**config.mk**
```make
export PLATFORM = sky130hd
export DESIGN_NAME = bcd_mod_display_counter
export DESIGN_NICKNAME = d
export VERILOG_FILES = /design/src/rtl/bcd_mod_display_counter_pkg.sv /design/src/rtl/bcd_mod_display_counter_digit.sv /design/src/rtl/bcd_mod_display_counter.sv
export SDC_FILE = /design/constraint.sdc
export NUM_CORES = 1
export LEC_CHECK = 0
export ABC_AREA = 1
export CAP_MARGIN = 40
export CORE_ASPECT_RATIO = 0.9
export CORE_MARGIN = 1
export CORE_UTILIZATION = 58
export CTS_BUF_LIST = sky130_fd_sc_hd__clkbuf_16
export CTS_CLUSTER_SIZE = 14
export DETAILED_ROUTE_END_ITERATION = 8
export PLACE_DENSITY = 0.83
export SLEW_MARGIN = 20
export SYNTH_ARGS = -nofsm -noshare
export SYNTH_HDL_FRONTEND = slang
export SYNTH_HIERARCHICAL = 1
export SYNTH_SLANG_ARGS = --single-unit
```
**constraint.sdc**
```tcl
create_clock -name clk -period 2.6 [get_ports clk]
set_input_delay 0.39 -clock clk [delete_from_list [all_inputs] [get_ports clk]]
set_output_delay 0.39 -clock clk [all_outputs]
set_load 0.02 [all_outputs]
```
**src/rtl/bcd_mod_display_counter_pkg.sv**
```systemverilog
// Shared seven-segment definitions for the BCD display blocks: active-low {a,b,c,d,e,f,g}
// patterns, the blank code and the digit decoder.
package bcd_mod_display_counter_pkg;

    typedef logic [6:0] seg_t;

    localparam seg_t SEG_BLANK = 7'b111_1111;

    localparam seg_t SEG_TABLE [10] = '{
        7'b000_0001, 7'b100_1111, 7'b001_0010, 7'b000_0110, 7'b100_1100,
        7'b010_0100, 7'b010_0000, 7'b000_1111, 7'b000_0000, 7'b000_0100
    };

    // Non-decimal nibbles decode to blank.
    function automatic seg_t seg_decode(input logic [3:0] digit);
        seg_t seg;
        seg = SEG_BLANK;
        for (int i = 0; i < 10; i++) begin
            if (digit == 4'(i)) begin
                seg = SEG_TABLE[i];
            end
        end
        return seg;
    endfunction

endpackage

```
**src/rtl/bcd_mod_display_counter_digit.sv**
```systemverilog
// One decade of the BCD counter: clear > load > increment, carry out when stepping past 9,
// and a flag comparing against this decade's digit of the terminal value.
module bcd_digit (
    input  logic       clk,
    input  logic       reset,
    input  logic       inc_in,
    input  logic       clear,
    input  logic       load,
    input  logic [3:0] load_val,
    input  logic [3:0] limit,
    output logic [3:0] digit,
    output logic       at_limit,
    output logic       carry_out
);

    logic [3:0] digit_q, digit_d;

    always_comb begin
        digit_d = digit_q;
        if (clear) begin
            digit_d = 4'd0;
        end else if (load) begin
            digit_d = load_val;
        end else if (inc_in) begin
            digit_d = (digit_q == 4'd9) ? 4'd0 : digit_q + 4'd1;
        end
    end

    always_ff @(posedge clk or posedge reset) begin
        if (reset) begin
            digit_q <= 4'd0;
        end else begin
            digit_q <= digit_d;
        end
    end

    assign digit     = digit_q;
    assign at_limit  = (digit_q == limit);
    assign carry_out = inc_in & (digit_q == 4'd9);

endmodule

```
**src/rtl/bcd_mod_display_counter.sv**
```systemverilog
// Modulo-MOD BCD counter with prescaler, cascade carry, validated load and lap-hold display.
// Define LEADING_ZERO_BLANK_EN to blank leading zero digits above digit 0.
module bcd_mod_display_counter
    import bcd_mod_display_counter_pkg::*;
#(
    parameter int MOD      = 60,
    parameter int DIGITS   = 2,
    parameter int TICK_DIV = 50000000
) (
    input  logic                  clk,
    input  logic                  reset,
    input  logic                  enable,
    input  logic                  step_in,
    input  logic                  clear,
    input  logic                  load,
    input  logic [4*DIGITS-1:0]   load_bcd,
    input  logic                  hold,
    output logic [4*DIGITS-1:0]   value_bcd,
    output logic [7*DIGITS-1:0]   seg,
    output logic                  tc,
    output logic                  load_err
);

    localparam int PW = (TICK_DIV > 1) ? $clog2(TICK_DIV) : 1;
    localparam logic [PW-1:0] P_LAST = PW'(TICK_DIV - 1);

    logic [PW-1:0]       p_q, p_d;
    logic [7*DIGITS-1:0] seg_q, seg_d;
    logic                load_err_q, load_err_d;

    logic                qual, inc, inc_eff, at_max, wrap, digit_clear;
    logic                load_digits_ok, load_ok;
    int                  load_value;
    logic [DIGITS-1:0]   at_limit;
    logic [DIGITS-1:0]   upper_zero;
    logic [DIGITS:0]     inc_chain;
    logic [4*DIGITS-1:0] count;

    assign qual    = enable & step_in;
    assign inc     = qual & (p_q == P_LAST);
    // Any clear or load request in the cycle swallows the increment.
    assign inc_eff = inc & ~clear & ~load;
    assign at_max  = &at_limit;
    assign wrap    = inc_eff & at_max;
    assign digit_clear  = clear | wrap;
    assign inc_chain[0] = inc_eff;

    always_comb begin
        load_digits_ok = 1'b1;
        load_value     = 0;
        for (int i = DIGITS - 1; i >= 0; i--) begin
            if (load_bcd[4*i +: 4] > 4'd9) begin
                load_digits_ok = 1'b0;
            end
            load_value = load_value * 10 + int'(load_bcd[4*i +: 4]);
        end
        load_ok = load & ~clear & load_digits_ok & (load_value < MOD);
    end

    generate
        for (genvar gi = 0; gi < DIGITS; gi++) begin : g_digit
            localparam logic [3:0] LIMIT = 4'(((MOD - 1) / (10 ** gi)) % 10);
            bcd_digit u_digit (
                .clk       (clk),
                .reset     (reset),
                .inc_in    (inc_chain[gi]),
                .clear     (digit_clear),
                .load      (load_ok),
                .load_val  (load_bcd[4*gi +: 4]),
                .limit     (LIMIT),
                .digit     (count[4*gi +: 4]),
                .at_limit  (at_limit[gi]),
                .carry_out (inc_chain[gi+1])
            );
        end
    endgenerate

    wire unused_top_carry = inc_chain[DIGITS];

`ifdef LEADING_ZERO_BLANK_EN
    logic zero_run;
    // upper_zero[i]: digit i and everything above it are zero.
    always_comb begin
        upper_zero = '0;
        zero_run   = 1'b1;
        for (int i = DIGITS - 1; i >= 1; i--) begin
            zero_run      = zero_run & (count[4*i +: 4] == 4'd0);
            upper_zero[i] = zero_run;
        end
    end
`else
    assign upper_zero = '0;
`endif

    always_comb begin
        p_d = p_q;
        if (clear || load_ok) begin
            p_d = '0;
        end else if (qual) begin
            p_d = (p_q == P_LAST) ? '0 : p_q + 1'b1;
        end
        load_err_d = load & ~clear & ~load_ok;
        seg_d = seg_q;
        if (!hold) begin
            for (int i = 0; i < DIGITS; i++) begin
                seg_d[7*i +: 7] = upper_zero[i] ? SEG_BLANK : seg_decode(count[4*i +: 4]);
            end
        end
    end

    always_ff @(posedge clk or posedge reset) begin
        if (reset) begin
            p_q        <= '0;
            seg_q      <= {DIGITS{SEG_TABLE[0]}};
            load_err_q <= 1'b0;
        end else begin
            p_q        <= p_d;
            seg_q      <= seg_d;
            load_err_q <= load_err_d;
        end
    end

    assign value_bcd = count;
    assign seg       = seg_q;
    assign tc        = wrap;
    assign load_err  = load_err_q;

endmodule

```
Word level (Yosys, flattened, before mapping)
Index checks and enable logic that the tools add are counted.
{ "op_classes": {"n_addsub": 4, "multipliers": 1, "n_lt_le_gt_ge": 3, "n_eq_ne": 19, "n_mux": 33, "bitwise": 14, "n_reduce_logical": 7} }
{ "op_table": {"columns": ["cell", "n"], "rows": [
  ["$mux 7", 20],
  ["$mux 26", 3],
  ["$eq 4x3->1 const B", 8],
  ["$mux 4", 8],
  ["$add 26x1->26 const B", 1],
  ["$eq 26x26->1 const B", 1],
  ["$eq 4x2->1 const B", 4],
  ["$eq 4x4->1 const B", 4],
  ["$and 1x1->1", 10],
  ["$add 8x4->9", 1],
  ["$lt 9x6->1 const B", 1],
  ["$add 4x1->4 const B", 2],
  ["$eq 4x1->1 const B", 2],
  ["$gt 4x4->1 const B", 2],
  ["$logic_not 4->1", 2],
  ["$mul 4x3->7 const B", 1],
  ["$reduce_bool 3->1", 2],
  ["$not 1->1", 3],
  ["$mux 1", 2],
  ["$reduce_and 2->1", 1],
  ["$reduce_bool 2->1", 1],
  ["$logic_or 1x1->1", 1],
  ["$or 1x1->1", 1]
]} }
{ "word_totals": {"reg_bits": 49, "inputBits": 15, "output_inout_bits": 24, "elab_cells": 86} }

Depth between registers and ports, before layout
Gate-level depths: netlist of run 1.
{ "logic_depth": {"word_depth": 11, "mapped_depth": 17, "depth_no_buf": 16} }

Cells and area by module
Netlist of run 1, hierarchy kept.
{ "modules_own_cells": {"columns": ["module", "instances", "cells_each", "area_each_um2", "seq_area_each_um2"], "rows": [
  ["bcd_mod_display_counter", 1, 464, 3335.7, 1028.5],
  ["bcd_digit", 2, 54, 355.3, 100.1]
]} }

Worst setup path before layout of run 1
OpenSTA, ideal clock, no wires.
{ "synth_timing": {"path_type": "input-to-reg", "start": "in load_bcd[5]", "end": "reg g_digit[1].u_digit.digit_q[1]", "arrival_ps": 2451, "setup_slack_ps": 72, "path_stages": 16, "path_buffers": 1, "path_cell_list": "ha_1 -> ha_1 -> fa_1 -> nand2_1 -> nor2_1 -> nand2_1 -> nand2_2 -> nand3_4 -> nor2_4 -> buf_6 -> nor2_4 -> inv_2 -> nand2_1 -> inv_2 -> o21ai_1 -> o21ai_1"} }
{ "synth_between": {"elab_chain_cells": 7, "word_cells_on_any_way": 11} }
{ "synth_rtl": {"columns": ["item", "line", "text"], "rows": [
  ["from (decl)", "bcd_mod_display_counter.sv:16", "input logic [4*DIGITS-1:0] load_bcd,"],
  ["parallel branches: the longest is 4 deep, another holds $add 8x4->9", null, null],
  ["$and 1x1->1 (*)", "bcd_mod_display_counter.sv:57", "load_ok = load & ~clear & load_digits_ok & (load_value < MOD);"],
  ["net load_ok", "bcd_mod_display_counter.sv:32", "logic load_digits_ok, load_ok;"],
  ["$mux 4", "bcd_mod_display_counter_digit.sv:22", "end else if (load) begin"],
  ["$mux 4", "bcd_mod_display_counter_digit.sv:20", "if (clear) begin"],
  ["to (signal assigned)", "bcd_mod_display_counter_digit.sv:33", "digit_q <= digit_d;"],
  ["to (decl)", "bcd_mod_display_counter_digit.sv:16", "logic [3:0] digit_q, digit_d;"]
]} }
Mark *: on every way through the listed nets, which the timed path passes.
A chain may end at the register's enable or synchronous reset.

Worst setup path in the final report of run 1
{ "layout_timing": {"start": "in load_bcd[4]", "end": "reg g_digit[1].u_digit.digit_q[2]"} }
The elaborated chain is that of the path after synthesis.

==> flow_summary.yaml, run 1 <==
status:
  outcome: "completed"
cells_and_area:
  mostFrequentLayoutCell: "nand2_1"
  diodes: 0
  drive_gt1_share_pct: 21.5
  utilization_pct: 73.7
  mostFrequentLayoutCells: "nand2_1 (143), nor2_1 (65), inv_1 (55)"
  fin_nets: 666
  area_delta_synth_final_pct: 21.4
power:
  pwr-share-seq_pct: 44.4
  p_comb_share_pct: 19.8
  switching_share_pct: 28.0
  p_leak_nw: 2.27
  p_total_mw: 1.77
  power.density_nw_per_um2: 362
  p_clk_share_pct: 35.8
  vdd_drop_max_v: 0.000334
  p_int_mw: 1.28
  switching_power_uw: 498
grt:
  overflow: 0
  antenna_found_initial: 0
  grt_max_degree: 28
  grt_pass1_wl_mm: 17.2
  grt_pass1_vias: 3840
  grt_usage_pct: 28.8
setup_path:
  path_max_fanout: 7
  worstSetupEndpointType: "flip-flop"
  path_class: "input pin to flip-flop"
  cp_data_arrival_time_ns: 2.65
  crit_path_start_kind: "input pin"
  required_ns: 2.76
synth:
  syn-mean-instance-area_um2: 7.07
  syn_area_um2: 4040
  ys_warn_count: 6
  synthCells: 571
placed_design:
  io_buffers: 38
  dp_hpwl_mm: 7.41
  gp_congestion: 0.961
flow_run:
  maxCapViolCount: 0
clock_network:
  clock_sinks: 49
  cts_root_buf: "clkbuf_16"
  hold_buffers: 0
  cts-buffers-inserted: 5
  cts-htree-levels: 2
  cts_tree: "done"
  clk_latency_ns: 0.29
  cts.path.max_buffers: 2
  path_clk_slew_ns: 0.07
drt:
  detail-route-antenna-nets: 0
  avgViaCountPerCell: 5.54
  vias: 4063
  wl_per_cell_um: 13.9
  drt-initial-drc-count: 295
  wirelength_mm: 10.2
  route.detailed.drc: 0
  dr.pass1.iters: 5
floorplanning:
  core_area_um2: 6660
  rows: 28
  die_h_um: 81.2
  die_w_um: 90.0
  dieArea_um2: 7300
  ioPinCount: 39
  start_util_pct: 60.7
sta:
  finalCriticalPeriod_ns: 2.49
  worst_slew_pin_slew_ns: 0.595
  skew_ns: 0.00900
  hold_ws_ns: 0.355
  hold_viol: 0
  fin_crit_sh_pct: 95.7
  maxSlewHeadroom_pct: 60.3
  max_freq_mhz: 402
  slew_viol_final: 0
  setup_viol: 0
  setup_tns_ns: 0
worst_hold_path:
  hold_class: "input pin to async pin"
-- power groups by stage --
stage	Sequential (mW)	Combinational, mW	Clock [mW]
after floorplan	0.819	0.199	0
final	0.787	0.352	0.635
after global routing	0.788	0.383	0.672
after CTS	0.787	0.340	0.642
after global placement	0.800	0.324	0
after detailed placement	0.801	0.336	0
-- path summary, 6_finish.rpt --
path	start	cells after the start	endpoint	slack, ns
worst max-delay path	load_bcd[4]	16	g_digit[1].u_digit/digit[2]$_DFFE_PP0P_	0.11
worst min-delay path	reset	2	g_digit[0].u_digit/digit[0]$_DFFE_PP0P_	0.36
worst max register to register	p_q[1]$_DFFE_PP0P_	16	g_digit[1].u_digit/digit[2]$_DFFE_PP0P_	0.23
worst min register to register	seg[13]$_DFFE_PP0N_	2	seg[13]$_DFFE_PP0N_	0.48
max in group asynchronous	reset	3	p_q[6]$_DFFE_PP0P_	1.49
min in group clk	seg[13]$_DFFE_PP0N_	2	seg[13]$_DFFE_PP0N_	0.48
-- area by class of cell --
type	count	area, um2
fill	529	1750
tap	90	113
clock inverter	3	17.5
inverter	71	267
clock buffer	5	125
multi-input combinational	440	2450
timing repair buffer	75	708
sequential	49	1230
-- metrics by stage --
stage / std cells / setup WS [ns] / instance area (um2)
2_1_floorplan: 577 / 0.0743 / 4060
3_3_place_gp: 722 / -0.321 / 4710
3_5_place_dp: 722 / -0.491 / 4710
4_1_cts: 731 / 0.0209 / 4870
5_1_grt: 733 / -0.0245 / 4900
6_report: 733 / 0.111 / 4900
-- worst max-delay path, cell delays in order --
cell and delay (ns):
dlygate4sd2_1 0.26, ha_2 0.19, ha_2 0.18, fa_1 0.52, nand2_1 0.08, nor2_1 0.09
nand2_1 0.06, nand2_2 0.08, nand3_4 0.08, nor2_4 0.18, buf_12 0.15, inv_1 0.07
nand3_1 0.09, nand2_1 0.05, nand2_1 0.10, o21ai_2 0.08
-- per-layer routing --
| layer | wire (um) | part of all wire (%) | track usage, % | up-vias |
|---|---|---|---|---|
| met5 | 0 | 0 | 0 | - |
| met4 | 182 | 1.8 | 11.6 | 0 |
| met3 | 581 | 5.7 | 3.56 | 18 |
| met2 | 4860 | 48 | 48.2 | 169 |
| met1 | 4540 | 45 | 38.4 | 1899 |
| li1 | - | - | - | 1977 |
-- sequential cells by signal (all words and copies together) (netlist names) --
signal / cells
g_digit.u_digit/digit: 8
load_err: 1
p_q: 26
seg: 14
-- repair_timing --
item | in CTS | in global routing
gates resized for setup | 9 | 11
pin swaps | 6 | 10
setup endpoints to repair | 35 | 35
gates cloned | 0 | 1
setup buffers | 1 | 1
(Power assumes the default switching activity.)
==> run 2, diff against run 1 <==
--- a/config.mk
+++ b/config.mk
@@ -9,13 +9,13 @@
 export CAP_MARGIN = 40
 export CORE_ASPECT_RATIO = 0.9
 export CORE_MARGIN = 1
-export CORE_UTILIZATION = 58
+export CORE_UTILIZATION = 57
 export CTS_BUF_LIST = sky130_fd_sc_hd__clkbuf_16
 export CTS_CLUSTER_SIZE = 14
 export DETAILED_ROUTE_END_ITERATION = 8
+export GPL_TIMING_DRIVEN = 0
 export PLACE_DENSITY = 0.83
 export SLEW_MARGIN = 20
 export SYNTH_ARGS = -nofsm -noshare
 export SYNTH_HDL_FRONTEND = slang
-export SYNTH_HIERARCHICAL = 1
 export SYNTH_SLANG_ARGS = --single-unit
==> run 2 against run 1 <==
Compared with the run above: the run now ends with DRC left; sequential cell count unchanged; worst setup slack improved by 0.050 ns; register-to-register slack improved by 0.27 ns; fmax increased by 2.0%; area after synthesis decreased by 13%; clock power increased by 6.1%; global-route usage increased by 2.6 points; wire length decreased by 4.5%.
==> flow_summary.yaml, run 2 <==
synth:
  synth_seq_cells: 49
  ys_warn_count: 0
  synth_commonest_cells: "nand2_1 (185), nor2_1 (70), inv_1 (64)"
  synth_nets: 565
  synth_ff_type: "dfrtp_1"
  synth_most_common_cell: "nand2_1"
  yosysTopAreaCellShare_pct: 33.3
  synthCells: 541
  syn_area_um2: 3530
  syn-mean-instance-area_um2: 6.52
  synth_edf_count: 0
  synth_cell_types: 32
  synth_top_cell_by_area: "dfrtp_1"
  synth_async_sr_flop_share_pct: 100
  seq_area_frac_synth_pct: 34.8
  synthTopCellsByArea: "dfrtp_1 (33%), nand2_1 (20%), nor2_1 (7.4%)"
power:
  pwr-share-seq_pct: 40.9
  switching_power_uw: 717
  switching_share_pct: 33.1
  p_total_mw: 2.16
  vdd_drop_max_v: 0.000334
  p_leak_nw: 2.04
  p_clk_share_pct: 31.2
  p_comb_share_pct: 27.9
  power.density_nw_per_um2: 509
  p_int_mw: 1.45
clock_network:
  cts-htree-levels: 2
  path_clk_slew_ns: 0.07
  clock_sinks: 49
  cts_root_buf: "clkbuf_16"
  cts.path.max_buffers: 2
  cts_tree: "done"
  cts-buffers-inserted: 5
  clk_latency_ns: 0.29
sta:
  hold_viol: 0
  setup_ws_ns: 0.161
  grt_setup_unrepaired: "false"
  hold_ws_ns: 0.405
  slew_viol_final: 0
  fin_crit_sh_pct: 93.8
  maxSlewHeadroom_pct: 70.6
  worst_slew_pin_slew_ns: 0.440
  setup_viol: 0
  skew_ns: 0.00643
  finalCriticalPeriod_ns: 2.44
  max_freq_mhz: 410
floorplanning:
  die_w_um: 85.0
  rows: 26
  start_util_pct: 60.6
  die_h_um: 76.7
  dieArea_um2: 6510
  ioPinCount: 39
  core_area_um2: 5820
grt:
  antenna_found_initial: 0
  gr-usage-met1_pct: 44.7
  grt_pass1_wl_mm: 16.4
  grt_pass1_vias: 3530
  overflow: 0
  grt_use_met2_pct: 47.9
  grt_usage_pct: 31.3
  grt.met3_usage_pct: 8.18
  busiest_layer: "met2"
  grt_max_degree: 35
drt:
  avgViaCountPerCell: 5.66
  drt-initial-drc-count: 325
  route.detailed.drc: 1
  vias: 3744
  detail-route-antenna-nets: 0
  wirelength_mm: 9.71
  wl_per_cell_um: 14.7
  dr.pass1.iters: 7
cells_and_area:
  drive_gt1_share_pct: 9.80
  top_register: "p_q"
  fin_nets: 615
  fill_cells: 477
  area_delta_synth_final_pct: 20.4
  final_area_um2: 4250
  diodes: 0
  mostFrequentLayoutCells: "nand2_1 (181), nor2_1 (69), inv_1 (62)"
  largest_reg_flops: 26
  mostFrequentLayoutCell: "nand2_1"
setup_path:
  path_class: "input pin to flip-flop"
  crit_path_start_kind: "input pin"
  path_max_fanout: 10
  required_ns: 2.78
  worstPathCellList: "clkdlybuf4s15_1 > ha_2 > ha_2 > fa_2 > nand2_1 > nor2_1 > nand2_1 > nand2_2 > nand3_2 > nor2_4 > nor2_2 > buf_6 > buf_6 > nand3_1 > o21ai_1"
  cp_slowest_stage_delay_ns: 0.55
  crit_slowest_cell: "fa_2"
  cp_data_arrival_time_ns: 2.62
  worstSetupEndpointType: "flip-flop"
placed_design:
  placed_cell_area_um2: 4010
  place_ws_ns: -0.714
  dp_hpwl_mm: 7.37
  gp_congestion: 0.961
  io_buffers: 37
status:
  outcome: "finished, violations left"
  violations: "DRC"
worst_hold_path:
  hold_class: "input pin to async pin"
flow_run:
  maxCapViolCount: 0
run 2: kinds of logic (layout without fill, tap and decap cells):
family / after synthesis / after routing / synth area share (%)
AND/OR/NAND/NOR: 351 / 351 / 43.2
buffers and inverters: 78 / 129 / 9.25
flip-flops: 49 / 49 / 34.8
AO/OA/AOI/OAI: 44 / 44 / 6.66
XOR/XNOR: 10 / 10 / 2.48
adder cells (fa/ha/maj): 9 / 9 / 3.62
run 2: worst paths after layout:
path                                                      endpoint  cells after the start                from  slack (ns)
min reg2reg                                     seg[0]$_DFFE_PP1N_                      2  seg[0]$_DFFE_PP1N_        0.47
max in group asynchronous                       seg[7]$_DFFE_PP1N_                      3               reset        1.63
max                                             p_q[5]$_DFFE_PP0P_                     15         load_bcd[4]        0.16
min                                            p_q[11]$_DFFE_PP0P_                      2               reset        0.41
min in group clk                                seg[0]$_DFFE_PP1N_                      2  seg[0]$_DFFE_PP1N_        0.47
max reg2reg                g_digit[0].u_digit.digit[1]$_DFFE_PP0P_                     10  p_q[0]$_DFFE_PP0P_        0.50
run 2: final cells by class:
class,instances,area (um2),share of cell area [%]
plain buffers,12,83.8,1.97
multi-input cells,414,2030,47.9
well taps,70,87.6,2.06
inverters,65,244,5.74
flip-flops and latches,49,1230,28.9
clock buffers,5,125,2.94
repair buffers,44,418,9.84
clock inverters,3,26.3,0.618
run 2: worst max-delay path, delay by kind of cell:
kind	cells	cell delay, ns
compound gates	1	0.06
fa+ha+maj	3	0.96
buf+inv	3	0.53
simple gates	8	0.66
run 2: repair_timing:
| item | 4_1_cts | 5_1_grt |
|---|---|---|
| setup buffers | 3 | 2 |
| hold endpoints to repair | 0 | 0 |
| pin swaps | 4 | 9 |
| endpoints found under the setup margin | 36 | 36 |
| gates cloned | 0 | 1 |
| gates resized for setup | 16 | 19 |
| hold buffers | 0 | 0 |
run 2: power groups by stage:
| stage | registers [mW] | logic [mW] | clock network, mW |
|---|---|---|---|
| 4_1_cts | 0.885 | 0.591 | 0.682 |
| 6_report | 0.885 | 0.604 | 0.674 |
| 3_3_place_gp | 0.894 | 0.563 | 0 |
| 3_5_place_dp | 0.899 | 0.578 | 0 |
| 2_1_floorplan | 0.972 | 0.267 | 0 |
| 5_1_grt | 0.896 | 0.667 | 0.716 |
run 2: routing by layer:
layer	vias to the layer above	wire length, um
li1	1832	-
met1	1737	4530
met2	167	4270
met3	8	828
met4	0	85
met5	-	0
run 2: through the flow:
stage | instances | util (%) | TNS (ns)
2_1_floorplan | 541 | - | 0
3_3_place_gp | 648 | 68.5 | -19.65
3_5_place_dp | 649 | 68.8 | -22.67
4_1_cts | 659 | 72.0 | 0
5_1_grt | 662 | 73.0 | 0
6_report | 662 | 73.0 | 0
==> run 3, diff against run 2 <==
--- a/config.mk
+++ b/config.mk
@@ -14,7 +14,7 @@
 export CTS_CLUSTER_SIZE = 14
 export DETAILED_ROUTE_END_ITERATION = 8
 export GPL_TIMING_DRIVEN = 0
-export PLACE_DENSITY = 0.83
+export PLACE_DENSITY = 0.82
 export SLEW_MARGIN = 20
 export SYNTH_ARGS = -nofsm -noshare
 export SYNTH_HDL_FRONTEND = slang
==> constraint.sdc (replaced) <==
create_clock -name clk -period 2.6 [get_ports clk]
set_input_delay 0.39 -clock clk [delete_from_list [all_inputs] [get_ports clk]]
set_output_delay 0.39 -clock clk [all_outputs]
set_load 0.005 [all_outputs]
==> run 3 against run 2 <==
Compared with the run above: the flow still finishes with violations (DRC); sequential cell count unchanged; core utilization increased by 0.67 points; fmax fell by 3.8%; sequential power hardly changed; global-route usage is 0.85 points higher; worst setup slack lost 0.097 ns; clock power increased by 1%; non-clock buffer count grew 2; via count up 1.1%; register-to-register slack gained 0.10 ns; critical path depth down 10.
==> flow_summary.yaml, run 3 (synthesized netlist as in run 2, its figures left out) <==
grt:
  grt_usage_pct: 32.2
  antenna_found_initial: 0
  overflow: 0
  grt_pass1_wl_mm: 16.5
  grt_pass1_vias: 3521
  grt_max_degree: 35
drt:
  drt-met1-wl_mm: 4.47
  met3WireLength_um: 943
  dr.pass1.iters: 7
  route.detailed.drc: 1
  avgViaCountPerCell: 5.70
  wl_per_cell_um: 15.1
  vias: 3787
  maxUsedRoutingLayer: "met4"
  drt-initial-drc-count: 339
  wirelength_mm: 10.0
  routed-wl-met2_mm: 4.51
  detail-route-antenna-nets: 0
placed_design:
  io_buffers: 37
  placedCellCount: 649
  gp_congestion: 1.00
  dp_hpwl_mm: 7.50
  placed_cell_area_um2: 4010
sta:
  fin_crit_sh_pct: 97.5
  grt_setup_unrepaired: "false"
  finalCriticalPeriod_ns: 2.54
  max_freq_mhz: 394
  setup_viol: 0
  worst_slew_pin_slew_ns: 0.463
  maxSlewHeadroom_pct: 68.9
  slew_viol_final: 0
  hold_ws_ns: 0.390
  hold_viol: 0
  skew_ns: 0.00609
setup_path:
  required_ns: 2.21
  crit_path_start_kind: "input pin"
  cp_data_arrival_time_ns: 2.15
  r2r-end: "p_q[1]$_DFFE_PP0P_"
  worstSetupEndpointType: "output port"
  path_class: "input pin to output port"
  reg2reg_depth: 9
  path_max_fanout: 5
  r2r_slack_ns: 0.60
  reg2reg_from: "p_q[0]$_DFFE_PP0P_"
worst_hold_path:
  hold_class: "input pin to async pin"
clock_network:
  clock_sinks: 49
  path_clk_slew_ns: 0.07
  cts-htree-levels: 2
  cts_root_buf: "clkbuf_16"
  cts.path.max_buffers: 2
  cts-buffers-inserted: 5
  cts_tree: "done"
  clk_latency_ns: 0.30
cells_and_area:
  drive_gt1_share_pct: 10.8
  mostFrequentLayoutCell: "nand2_1"
  utilization_pct: 73.6
  area_delta_synth_final_pct: 21.5
  top_register: "p_q"
  register_area_um2: 1230
  final_area_um2: 4290
  fill_cells: 482
  diodes: 0
  mostFrequentLayoutCells: "nand2_1 (182), nor2_1 (66), inv_1 (62)"
  largest_reg_flops: 26
  multi_input_area_um2: 2050
  fin_nets: 617
  stdcell_count: 664
floorplanning:
  start_util_pct: 60.6
  rows: 26
  ioPinCount: 39
  die_h_um: 76.7
  dieArea_um2: 6510
  core_area_um2: 5820
  die_w_um: 85.0
status:
  outcome: "finished, violations left"
  violations: "DRC"
power:
  vdd_drop_max_v: 0.000299
  power.density_nw_per_um2: 489
  p_leak_nw: 2.05
flow_run:
  maxCapViolCount: 0
run 3: metal layers:
metal  vias up  track usage, %
met5         -               0
met4         0            7.12
met3        17            7.21
met2       182            49.7
met1      1757            46.2
li1       1831               -
run 3: repair_timing:
action | 4_1_cts | 5_1_grt
hold buffers | 0 | 0
setup buffers | 4 | 2
setup endpoints to repair | 36 | 34
gates cloned | 0 | 1
pin swaps | 5 | 6
gates resized for setup | 12 | 29
run 3: layout make-up:
| class | count | area share, % |
|---|---|---|
| well taps | 70 | 2.04 |
| plain buffers | 13 | 2.22 |
| clock inverters | 3 | 0.584 |
| inverters | 65 | 5.69 |
| multi-input cells | 414 | 47.9 |
| clock buffers | 5 | 2.92 |
| repair buffers | 45 | 9.92 |
| flip-flops and latches | 49 | 28.7 |
run 3: power by group:
part	internal [mW]	switching (mW)
logic	0.248	0.282
clock network	0.363	0.319
registers	0.832	0.0520
run 3: how the worst max path moves through the flow:
stage | from | to | cells after the start
after global placement | load_bcd[7] | p_q[4]$_DFFE_PP0P_ | 15
after global routing | clear | tc | 5
after detailed placement | load_bcd[5] | p_q[25]$_DFFE_PP0P_ | 14
final | clear | tc | 5
after floorplan | load_bcd[5] | p_q[12]$_DFFE_PP0P_ | 14
after CTS | load_bcd[7] | p_q[16]$_DFFE_PP0P_ | 15
run 3: critical path, cell delays in order:
cell and delay (ns):
clkdlybuf4s50_1 0.51, nor3_1 0.45, nand3_1 0.15, nor2_1 0.13, clkdlybuf4s50_1 0.51
run 3: through the flow:
step	TNS (ns)	setup slack (ns)	power (mW)
after CTS	0	0.00633	2.07
after detailed placement	-22.24	-0.701	1.40
after global placement	-19.51	-0.626	1.38
after global routing	0	0.00330	2.19
final	0	0.0638	2.10
after floorplan	0	0.0922	1.16
